$ cat src/rtl/ahbl_apb_bridge_mp_if.sv
// Signal bundle for the AHB-Lite to APB bridge: AHB-Lite slave side plus the
// NSLV-way APB master side. The bridge takes the slave modport.
interface ahbl_apb_bridge_mp_if #(
   parameter int NSLV   = 8,
   parameter int ADDR_W = 32,
   parameter int DATA_W = 32
);
   logic                     hsel;
   logic [ADDR_W-1:0]        haddr;
   logic [1:0]               htrans;
   logic                     hwrite;
   logic [2:0]               hsize;
   logic [DATA_W-1:0]        hwdata;
   logic                     hready;
   logic                     hreadyout;
   logic                     hresp;
   logic [DATA_W-1:0]        hrdata;
   logic [ADDR_W-1:0]        paddr;
   logic [NSLV-1:0]          psel;
   logic                     penable;
   logic                     pwrite;
   logic [DATA_W-1:0]        pwdata;
   logic [DATA_W/8-1:0]      pstrb;
   logic [NSLV*DATA_W-1:0]   prdata;
   logic [NSLV-1:0]          pready;
   logic [NSLV-1:0]          pslverr;

   modport slave (
      input  hsel, haddr, htrans, hwrite, hsize, hwdata, hready,
      output hreadyout, hresp, hrdata,
      output paddr, psel, penable, pwrite, pwdata, pstrb,
      input  prdata, pready, pslverr
   );

   modport master (
      output hsel, haddr, htrans, hwrite, hsize, hwdata, hready,
      input  hreadyout, hresp, hrdata,
      input  paddr, psel, penable, pwrite, pwdata, pstrb,
      output prdata, pready, pslverr
   );
endinterface

$ cat src/rtl/ahbl_apb_bridge_mp.sv
// AHB-Lite slave to APB3/APB4 master bridge for NSLV peripherals with window
// decode, wait states, PSLVERR/decode errors mapped to a two-cycle ERROR, and an access timeout.
module ahbl_apb_bridge_mp #(
   parameter int NSLV    = 8,
   parameter int ADDR_W  = 32,
   parameter int DATA_W  = 32,
   parameter int SLV_AW  = 12,
   parameter int TIMEOUT = 255
) (
   input  logic                clk,
   input  logic                rstn,
   ahbl_apb_bridge_mp_if.slave bus
);
   localparam int IDX_W = (NSLV > 1) ? $clog2(NSLV) : 1;
   localparam int CNT_W = (TIMEOUT > 0) ? $clog2(TIMEOUT + 1) : 1;
   localparam logic [CNT_W-1:0] CNT_ONE = CNT_W'(1);
   localparam logic [CNT_W-1:0] TO_LAST = (TIMEOUT > 0) ? CNT_W'(TIMEOUT - 1) : {CNT_W{1'b0}};

   typedef enum logic [2:0] {
      ST_IDLE   = 3'd0,
      ST_SETUP  = 3'd1,
      ST_ACCESS = 3'd2,
      ST_ERR1   = 3'd3,
      ST_ERR2   = 3'd4
   } state_t;

   state_t              state_r, state_nx_s;
   logic [IDX_W-1:0]    idx_r, idx_dec_s, idx_nx_s;
   logic [ADDR_W-1:0]   addr_r;
   logic                write_r;
   logic [3:0]          strb_r;
   logic [CNT_W-1:0]    cnt_r;
   logic [DATA_W-1:0]   hrdata_r;
   logic                hreadyout_r, hresp_r, penable_r;
   logic [NSLV-1:0]     psel_r;
   logic                hreadyout_nx_s, hresp_nx_s, penable_nx_s;
   logic [NSLV-1:0]     psel_nx_s, onehot_s;
   logic                accept_s, valid_s, timeout_s;
   logic                sel_ready_s, sel_err_s;
   logic [DATA_W-1:0]   sel_rdata_s;
   logic                unused_s;

   function automatic logic [3:0] calc_strb(input logic [1:0] lo, input logic [2:0] size,
                                            input logic wr);
      logic [3:0] s;
      s = 4'b0000;
      if (wr) begin
         case (size)
            3'd0:    s = 4'b0001 << lo;
            3'd1:    s = 4'b0011 << {lo[1], 1'b0};
            3'd2:    s = 4'b1111;
            default: s = 4'b0000;
         endcase
      end else begin
         s = 4'b0000;
      end
      return s;
   endfunction

   assign unused_s  = bus.htrans[0];
   assign idx_dec_s = bus.haddr[SLV_AW+IDX_W-1:SLV_AW];
   // A new transfer is only taken while the bridge is driving hreadyout high.
   assign accept_s  = bus.hsel & bus.hready & bus.htrans[1] &
                      ((state_r == ST_IDLE) | (state_r == ST_ERR2));
   assign valid_s   = (int'(idx_dec_s) < NSLV) && (bus.hsize <= 3'd2);
   assign timeout_s = (TIMEOUT > 0) && (cnt_r == TO_LAST);
   assign idx_nx_s  = (accept_s & valid_s) ? idx_dec_s : idx_r;

   // Selected-slave response mux; unselected slaves never influence the bridge
   always_comb begin
      sel_ready_s = 1'b0;
      sel_err_s   = 1'b0;
      sel_rdata_s = {DATA_W{1'b0}};
      for (int i = 0; i < NSLV; i++) begin
         sel_ready_s = sel_ready_s | (bus.pready[i] & (idx_r == IDX_W'(i)));
         sel_err_s   = sel_err_s | (bus.pslverr[i] & (idx_r == IDX_W'(i)));
         sel_rdata_s = sel_rdata_s |
                       ({DATA_W{idx_r == IDX_W'(i)}} & bus.prdata[i*DATA_W +: DATA_W]);
      end
   end

   // State register
   always_ff @(posedge clk or negedge rstn) begin
      if (!rstn) begin
         state_r <= ST_IDLE;
      end else begin
         state_r <= state_nx_s;
      end
   end

   // Next-state logic
   always_comb begin
      state_nx_s = state_r;
      case (state_r)
         ST_IDLE, ST_ERR2: begin
            if (accept_s) begin
               state_nx_s = valid_s ? ST_SETUP : ST_ERR1;
            end else begin
               state_nx_s = ST_IDLE;
            end
         end
         ST_SETUP: state_nx_s = ST_ACCESS;
         ST_ACCESS: begin
            // pready beats the timeout when both land in the same cycle
            if (sel_ready_s) begin
               state_nx_s = sel_err_s ? ST_ERR1 : ST_IDLE;
            end else if (timeout_s) begin
               state_nx_s = ST_ERR1;
            end else begin
               state_nx_s = ST_ACCESS;
            end
         end
         ST_ERR1: state_nx_s = ST_ERR2;
         default: state_nx_s = ST_IDLE;
      endcase
   end

   // One-hot select for the slave the next state will address
   always_comb begin
      onehot_s = {NSLV{1'b0}};
      for (int i = 0; i < NSLV; i++) begin
         onehot_s[i] = (idx_nx_s == IDX_W'(i));
      end
   end

   // Output decode from the next state so the bus outputs come straight from flops
   always_comb begin
      hreadyout_nx_s = 1'b1;
      hresp_nx_s     = 1'b0;
      penable_nx_s   = 1'b0;
      psel_nx_s      = {NSLV{1'b0}};
      case (state_nx_s)
         ST_IDLE: hreadyout_nx_s = 1'b1;
         ST_SETUP: begin
            hreadyout_nx_s = 1'b0;
            psel_nx_s      = onehot_s;
         end
         ST_ACCESS: begin
            hreadyout_nx_s = 1'b0;
            psel_nx_s      = onehot_s;
            penable_nx_s   = 1'b1;
         end
         ST_ERR1: begin
            hreadyout_nx_s = 1'b0;
            hresp_nx_s     = 1'b1;
         end
         ST_ERR2: begin
            hreadyout_nx_s = 1'b1;
            hresp_nx_s     = 1'b1;
         end
         default: hreadyout_nx_s = 1'b1;
      endcase
   end

   // Output registers
   always_ff @(posedge clk or negedge rstn) begin
      if (!rstn) begin
         hreadyout_r <= 1'b1;
         hresp_r     <= 1'b0;
         penable_r   <= 1'b0;
         psel_r      <= {NSLV{1'b0}};
      end else begin
         hreadyout_r <= hreadyout_nx_s;
         hresp_r     <= hresp_nx_s;
         penable_r   <= penable_nx_s;
         psel_r      <= psel_nx_s;
      end
   end

   // Address-phase capture; rejected transfers leave the APB side untouched
   always_ff @(posedge clk or negedge rstn) begin
      if (!rstn) begin
         idx_r   <= {IDX_W{1'b0}};
         addr_r  <= {ADDR_W{1'b0}};
         write_r <= 1'b0;
         strb_r  <= 4'b0000;
      end else if (accept_s && valid_s) begin
         idx_r   <= idx_dec_s;
         addr_r  <= bus.haddr;
         write_r <= bus.hwrite;
         strb_r  <= calc_strb(bus.haddr[1:0], bus.hsize, bus.hwrite);
      end else begin
         idx_r   <= idx_r;
         addr_r  <= addr_r;
         write_r <= write_r;
         strb_r  <= strb_r;
      end
   end

   // Timeout counter: cleared entering SETUP, advanced while the slave stalls
   always_ff @(posedge clk or negedge rstn) begin
      if (!rstn) begin
         cnt_r <= {CNT_W{1'b0}};
      end else if (state_nx_s == ST_SETUP) begin
         cnt_r <= {CNT_W{1'b0}};
      end else if ((state_r == ST_ACCESS) && !sel_ready_s) begin
         cnt_r <= cnt_r + CNT_ONE;
      end else begin
         cnt_r <= cnt_r;
      end
   end

   // Read data capture on a clean read completion only
   always_ff @(posedge clk or negedge rstn) begin
      if (!rstn) begin
         hrdata_r <= {DATA_W{1'b0}};
      end else if ((state_r == ST_ACCESS) && sel_ready_s && !sel_err_s && !write_r) begin
         hrdata_r <= sel_rdata_s;
      end else begin
         hrdata_r <= hrdata_r;
      end
   end

   assign bus.hreadyout = hreadyout_r;
   assign bus.hresp     = hresp_r;
   assign bus.hrdata    = hrdata_r;
   assign bus.psel      = psel_r;
   assign bus.penable   = penable_r;
   assign bus.paddr     = addr_r;
   assign bus.pwrite    = write_r;
   assign bus.pstrb     = strb_r;
   assign bus.pwdata    = bus.hwdata;
endmodule

$ cat src/flat_wrapper.sv
// flat-port wrapper written by rule: the top's interface ports become plain ports
module ahbl_apb_bridge_mp_flat 
#(
   parameter int NSLV    = 8,
   parameter int ADDR_W  = 32,
   parameter int DATA_W  = 32,
   parameter int SLV_AW  = 12,
   parameter int TIMEOUT = 255
)
  (clk, rstn, bus_hsel, bus_haddr, bus_htrans, bus_hwrite, bus_hsize, bus_hwdata, bus_hready, bus_hreadyout, bus_hresp, bus_hrdata, bus_paddr, bus_psel, bus_penable, bus_pwrite, bus_pwdata, bus_pstrb, bus_prdata, bus_pready, bus_pslverr);
  ahbl_apb_bridge_mp_if #(.NSLV(NSLV), .ADDR_W(ADDR_W), .DATA_W(DATA_W)) bus_i ();
  input  logic clk;
  input  logic rstn;
  input wire logic [$bits(bus_i.hsel)-1:0] bus_hsel;
  input wire logic [$bits(bus_i.haddr)-1:0] bus_haddr;
  input wire logic [$bits(bus_i.htrans)-1:0] bus_htrans;
  input wire logic [$bits(bus_i.hwrite)-1:0] bus_hwrite;
  input wire logic [$bits(bus_i.hsize)-1:0] bus_hsize;
  input wire logic [$bits(bus_i.hwdata)-1:0] bus_hwdata;
  input wire logic [$bits(bus_i.hready)-1:0] bus_hready;
  output wire logic [$bits(bus_i.hreadyout)-1:0] bus_hreadyout;
  output wire logic [$bits(bus_i.hresp)-1:0] bus_hresp;
  output wire logic [$bits(bus_i.hrdata)-1:0] bus_hrdata;
  output wire logic [$bits(bus_i.paddr)-1:0] bus_paddr;
  output wire logic [$bits(bus_i.psel)-1:0] bus_psel;
  output wire logic [$bits(bus_i.penable)-1:0] bus_penable;
  output wire logic [$bits(bus_i.pwrite)-1:0] bus_pwrite;
  output wire logic [$bits(bus_i.pwdata)-1:0] bus_pwdata;
  output wire logic [$bits(bus_i.pstrb)-1:0] bus_pstrb;
  input wire logic [$bits(bus_i.prdata)-1:0] bus_prdata;
  input wire logic [$bits(bus_i.pready)-1:0] bus_pready;
  input wire logic [$bits(bus_i.pslverr)-1:0] bus_pslverr;
  assign bus_i.hsel = bus_hsel;
  assign bus_i.haddr = bus_haddr;
  assign bus_i.htrans = bus_htrans;
  assign bus_i.hwrite = bus_hwrite;
  assign bus_i.hsize = bus_hsize;
  assign bus_i.hwdata = bus_hwdata;
  assign bus_i.hready = bus_hready;
  assign bus_hreadyout = bus_i.hreadyout;
  assign bus_hresp = bus_i.hresp;
  assign bus_hrdata = bus_i.hrdata;
  assign bus_paddr = bus_i.paddr;
  assign bus_psel = bus_i.psel;
  assign bus_penable = bus_i.penable;
  assign bus_pwrite = bus_i.pwrite;
  assign bus_pwdata = bus_i.pwdata;
  assign bus_pstrb = bus_i.pstrb;
  assign bus_i.prdata = bus_prdata;
  assign bus_i.pready = bus_pready;
  assign bus_i.pslverr = bus_pslverr;
  ahbl_apb_bridge_mp #(.NSLV(NSLV), .ADDR_W(ADDR_W), .DATA_W(DATA_W), .SLV_AW(SLV_AW), .TIMEOUT(TIMEOUT)) u_core (.clk(clk), .rstn(rstn), .bus(bus_i));
endmodule
$ cat config.mk
export PLATFORM = sky130hd
export DESIGN_NAME = ahbl_apb_bridge_mp_flat
export DESIGN_NICKNAME = d
export VERILOG_FILES = /design/src/rtl/ahbl_apb_bridge_mp_if.sv /design/src/rtl/ahbl_apb_bridge_mp.sv /design/src/flat_wrapper.sv
export SDC_FILE = /design/constraint.sdc
export NUM_CORES = 1
export LEC_CHECK = 0
export BUFFER_PORTS_ARGS = -buffer_cell sky130_fd_sc_hd__buf_4
export CAP_MARGIN = 20
export CORE_AREA = 2 2 176 178
export CTS_CLUSTER_SIZE = 8
export DETAILED_ROUTE_END_ITERATION = 12
export DIE_AREA = 0 0 178 180
export GPL_TIMING_DRIVEN = 0
export PLACE_DENSITY = 0.43
export SYNTH_ARGS = -nofsm -noshare
export SYNTH_HDL_FRONTEND = slang
export SYNTH_SLANG_ARGS = --single-unit
$ cat constraint.sdc
create_clock -name clk -period 2.1 [get_ports clk]
set_clock_uncertainty 0.05 [all_clocks]
set_input_delay 0.21 -clock clk [delete_from_list [all_inputs] [get_ports clk]]
set_output_delay 0.21 -clock clk [all_outputs]
set_load 0.02 [all_outputs]
### Yosys cells after proc, flatten, opt, wreduce, memory -nomap -nowiden

Cells that the tools add are included.

* register bits: 94
* bits of input ports: 346
* output and inout bits: 112
* logic and storage cells: 122

* add/sub/neg operators: 1
* order comparisons: 1
* equal/unequal tests: 25
* shift-type cells: 2
* mux-type cells: 15
* bitwise logic cells: 50
* reductions and logical operators: 17

Operator list (number)
* 32-bit AND: 8
* 32-bit OR: 7
* 3-bit equality test, second input constant: 10
* 3-bit by 2-bit equality test with 1-bit output, second input constant: 9
* 8-bit 2-to-1 mux: 3
* 1-bit AND: 20
* 3-bit by 1-bit equality test with 1-bit output, second input constant: 5
* 1-bit OR: 15
* 3-bit logical NOT: 4
* 3-bit case mux with 4 select lines: 1
* 4-bit case mux with 3 select lines: 1
* 3-bit 2-to-1 mux: 3
* 8-bit by 1-bit adder with 8-bit output, second input constant: 1
* 8-bit equality test, second input constant: 1
* 2-bit OR reduction: 3
* 1-bit logical AND: 5
* 1-bit 2-to-1 mux: 4
* 2-bit 2-to-1 mux: 2
* 4-bit 2-to-1 mux: 1
* 1-bit by 2-bit << shifter with 4-bit output, first input constant: 1
* 2-bit by 2-bit << shifter with 4-bit output, first input constant: 1
* 3-bit by 2-bit less-or-equal comparator with 1-bit output, second input constant: 1
* 1-bit logical NOT: 3
* 3-bit OR reduction: 1
* 2-bit nonzero test: 1

### Longest topological paths before layout

* word-level depth: 15
* gate-level depth with buffers: 8

### Worst setup path after synthesis

No wires, ideal clock.

* path type: flip-flop to flip-flop
* from: register u_core.bus.paddr[12] (netlist name)
* to: register u_core.hrdata_r[10] (netlist: u_core.bus.hrdata[10])
* arrival: 1867 ps
* required time: 1924 ps
* setup slack: 58 ps
* cell stages (with the launch flop): 9
* period minus slack after synthesis: 2042 ps
* cell sequence: dfrtp_1 > buf_6 > buf_2 > buf_2 > mux2_2 > a22oi_1 > nor2_1 > a221oi_1 > o21ai_1

RTL lines
* to (signal assigned): line ahbl_apb_bridge_mp.sv:206 `hrdata_r <= {DATA_W{1'b0}};`
* to (signal assigned): line ahbl_apb_bridge_mp.sv:208 `hrdata_r <= sel_rdata_s;`
* to (signal assigned): line ahbl_apb_bridge_mp.sv:210 `hrdata_r <= hrdata_r;`
* to (decl): line ahbl_apb_bridge_mp.sv:33 `logic [DATA_W-1:0] hrdata_r;`

==> impl_metrics.py <==
metrics = {
    "clock_network": {
        "cts_max_level": 3,
        "clk_pin_slew_ns": 0.09,
        "root_buffer": "clkbuf_16",
        "cts_buffers": 9,
        "cts_sinks": 91,
        "clockBufferDepth": 2,
        "cts_tree": "done",
        "clk_latency_ns": 0.36,
    },
    "synthesis": {
        "async_reset_ff_share_pct": 100,
        "ys_types": 52,
        "synth-edff-count": 0,
        "synth_area_per_cell_um2": 9.73,
        "synthTopCellsByArea": "dfrtp_1, mux4_2, nand2_1",
        "ys_seq_elements": 91,
        "yosys_warnings": 0,
        "synth_area_um2": 5970,
        "synth.largest_area_cell": "dfrtp_1",
        "synth_top_area_share_pct": 37.7,
        "seq_area_frac_synth_pct": 38.1,
        "netlist_instances": 614,
        "synth_fp_nets": 962,
        "synth-main-ff-cell": "dfrtp_1",
    },
    "hold_path": {
        "worstHoldStart": "bus_hwrite",
        "min_path_cells": 3,
        "holdCritPathClass": "input port to flip-flop",
        "worstHoldEndpoint": "u_core.bus.pwrite$_DFFE_PN0P_",
    },
    "worst_setup_path": {
        "cp_top_family": "multiplexers",
        "crit_type": "flip-flop to flip-flop",
        "r2r_cells": 6,
        "slowest_delay_ns": 0.54,
        "worst-path-buf-inv": 2,
        "end_kind": "flip-flop",
        "ff2ff_setup_slack_ns": 0.02,
        "startpoint_type": "flip-flop",
        "path_cells": "buf_6 -> mux4_2 -> mux2i_4 -> nand4_4 -> buf_12 -> mux2_1",
        "r2r_end": "u_core.bus.hrdata[29]$_DFFE_PN0P_",
        "r2r-start": "u_core.bus.paddr[12]$_DFFE_PN0P_",
        "crit_path_top_delay_cell": "mux4_2",
        "cp.required_ns": 2.30,
        "worstPathMaxFanout": 9,
        "cp.arrival_ns": 2.28,
    },
    "power": {
        "p_per_area_nw_per_um2": 1270,
        "peakVddDrop_v": 0.000638,
        "leakage_nw": 5.29,
    },
    "flow_run": {
        "drv_cap": 0,
    },
    "floorplanning": {
        "die_w_um": 178,
        "start_util_pct": 19.8,
        "fp.dieArea_um2": 32000,
        "io_pins": 458,
        "core_area_um2": 30200,
        "die_h_um": 180,
        "rows": 64,
    },
    "route": {
        "drt-wirelength-per-cell_um": 22.8,
        "drtPass1Iterations": 5,
        "drc": 0,
        "ant_nets": 0,
        "wirelength_um": 34100,
        "drtIter0Drc": 286,
        "num_vias": 6722,
        "viasPerCell": 4.50,
    },
    "place": {
        "portBuffers": 424,
        "post-dp-hpwl_um": 27300,
        "routabilityCongestion": 0.858,
        "dpl-instance-area_um2": 9690,
    },
    "layout": {
        "fill_cells": 3136,
        "drive_gt1_share_pct": 57.9,
        "multi_input_area_um2": 3400,
        "syn_to_final_growth_pct": 80.2,
        "fin_util_pct": 35.6,
        "regArea_um2": 2280,
        "final_area_um2": 10800,
        "fin_nets": 1435,
    },
    "global_route": {
        "gr-usage-met1_pct": 22.3,
        "met3_usage_pct": 6.66,
        "antenna_found_initial": 7,
        "globalRouteTotalUtil_pct": 20.6,
        "use_met2_pct": 36.7,
        "grt_pass1_vias": 7044,
        "grt_max_degree": 55,
        "busiest_layer": "met2",
        "grt_remaining_overflow": 0,
        "grt_first_pass_wirelength_um": 47100,
    },
    "timing": {
        "relSlewSlack_pct": 49.3,
        "rsz0062_at_grt": "yes",
        "whs_ns": 0.0194,
        "report.final.slew_viol_count": 0,
        "timing.setup.tns_ns": 0,
        "fmax_mhz": 480,
        "fin_crit_ns": 2.08,
        "hold_viol": 0,
        "worstMarginPinSlew_ns": 0.760,
        "min_period_over_period_pct": 99.2,
        "setup_violations": 0,
    },
    "run_status": {
        "status": "finished, final reports clean",
    },
}
## placed cells by master, fill, tap and decap left out, types with 5 or more instances in the layout
cell type,instances
dlygate4sd3_1,27
nand2_2,7
clkbuf_16,10
clkbuf_1,6
dfrtp_1,90
a22oi_1,15
nand2_1,138
buf_6,16
o21ai_1,22
mux2i_1,23
o22ai_1,5
o21ai_0,15
diode_2,7
a22o_1,22
nor2_1,24
a221oi_1,20
o21ai_2,8
mux2_2,35
mux4_2,26
a21oi_1,12
buf_4,472
## flip-flops by register name, indices dropped and copies added (netlist names)
name                  count
u_core.bus.hresp          1
u_core.bus.penable        1
u_core.cnt_r              8
u_core.bus.pwrite         1
u_core.bus.pstrb          4
u_core.bus.hrdata        32
u_core.bus.paddr         32
u_core.state_r            3
u_core.bus.hreadyout      1
u_core.bus.psel           8
## power by group
| group | switching, mW | total [mW] | leakage (nW) | internal (mW) |
|---|---|---|---|---|
| clock network | 0.888 | 1.73 | 0.145 | 0.840 |
| registers | 0.449 | 2.93 | 1.17 | 2.48 |
| logic | 4.89 | 8.96 | 3.97 | 4.07 |
| total | 6.22 | 13.6 | 5.29 | 7.40 |
## per-layer routing
metal	vias up	share of wire, %	wire length (um)
met2	318	52	17700
met5	-	0	0
li1	3164	-	-
met3	34	8.5	2910
met4	0	2.8	942
met1	3206	37	12600
## cells in the mapped netlist, drive strengths merged, types with 2 or more instances
cell     count
or3b         2
o22ai        5
a22o        22
mux4        26
and4         2
buf         61
inv          3
a221oi      23
a2111oi      2
xnor2        3
mux2i       28
nand2      145
nand3        3
nand4        5
and2         5
dfrtp       90
and3         2
o21ai       45
a21oi       13
mux2        37
nor3b        3
a211oi       2
nor2        28
clkbuf      19
nor2b        7
a22oi       18
ha           2
o2bb2ai      3
## timing repair
action / in CTS / in global routing
setup buffers: 10 / 2
resized for setup: 61 / 56
endpoints found under the setup margin: 74 / 66
hold buffers: 27 / 0
pin swaps: 5 / 5
gates cloned: 0 / 1
endpoints found under the hold margin: 78 / 0
## worst min-delay path, cell delays in order
cell     delay [ns]
buf_4          0.10
nand2_1        0.05
nand2_1        0.04
## worst max path at each step
stage / start / slack [ns] / cells after the start / end
after floorplan: u_core.bus.paddr[12]$_DFFE_PN0P_ / 0.06 / 8 / u_core.bus.hrdata[10]$_DFFE_PN0P_
after global placement: u_core.bus.paddr[12]$_DFFE_PN0P_ / -0.62 / 7 / u_core.bus.hrdata[26]$_DFFE_PN0P_
after detailed placement: u_core.bus.paddr[12]$_DFFE_PN0P_ / -0.64 / 7 / u_core.bus.hrdata[26]$_DFFE_PN0P_
after CTS: u_core.bus.paddr[14]$_DFFE_PN0P_ / 0.0004 / 7 / u_core.bus.hrdata[23]$_DFFE_PN0P_
after global routing: u_core.bus.paddr[13]$_DFFE_PN0P_ / -0.07 / 7 / u_core.cnt_r[7]$_DFFE_PN0P_
final: u_core.bus.paddr[12]$_DFFE_PN0P_ / 0.02 / 6 / u_core.bus.hrdata[29]$_DFFE_PN0P_
## cells by family after synthesis
| logic type | share of synthesized area [%] |
|---|---|
| and+or+nand+nor | 14.6 |
| muxes | 21.7 |
| AOI/OAI and AO/OA | 16.5 |
| xor gates and xnor gates | 0.440 |
| DFF | 38.1 |
| buffers and inverters | 8.27 |
| adders and majority gates | 0.419 |
## area by class of cell
cell class | count | area share, %
clock buffers | 9 | 2.09
diodes | 7 | 0.163
plain buffers | 76 | 5.92
multi-input cells | 440 | 31.6
repair buffers | 466 | 33.7
clock inverters | 7 | 0.581
inverters | 3 | 0.128
flip-flops and latches | 91 | 21.2
well taps | 396 | 4.60
## stage by stage
stage                     setup WS, ns  std cells  power [mW]
after floorplan                 0.0576        614        7.60
after global placement          -0.615       1434        11.0
after detailed placement        -0.645       1436        11.1
after CTS                     0.000363       1486        13.4
after global routing           -0.0668       1493        14.5
final                           0.0158       1495        13.6
Power figures use the tool's default switching activity.
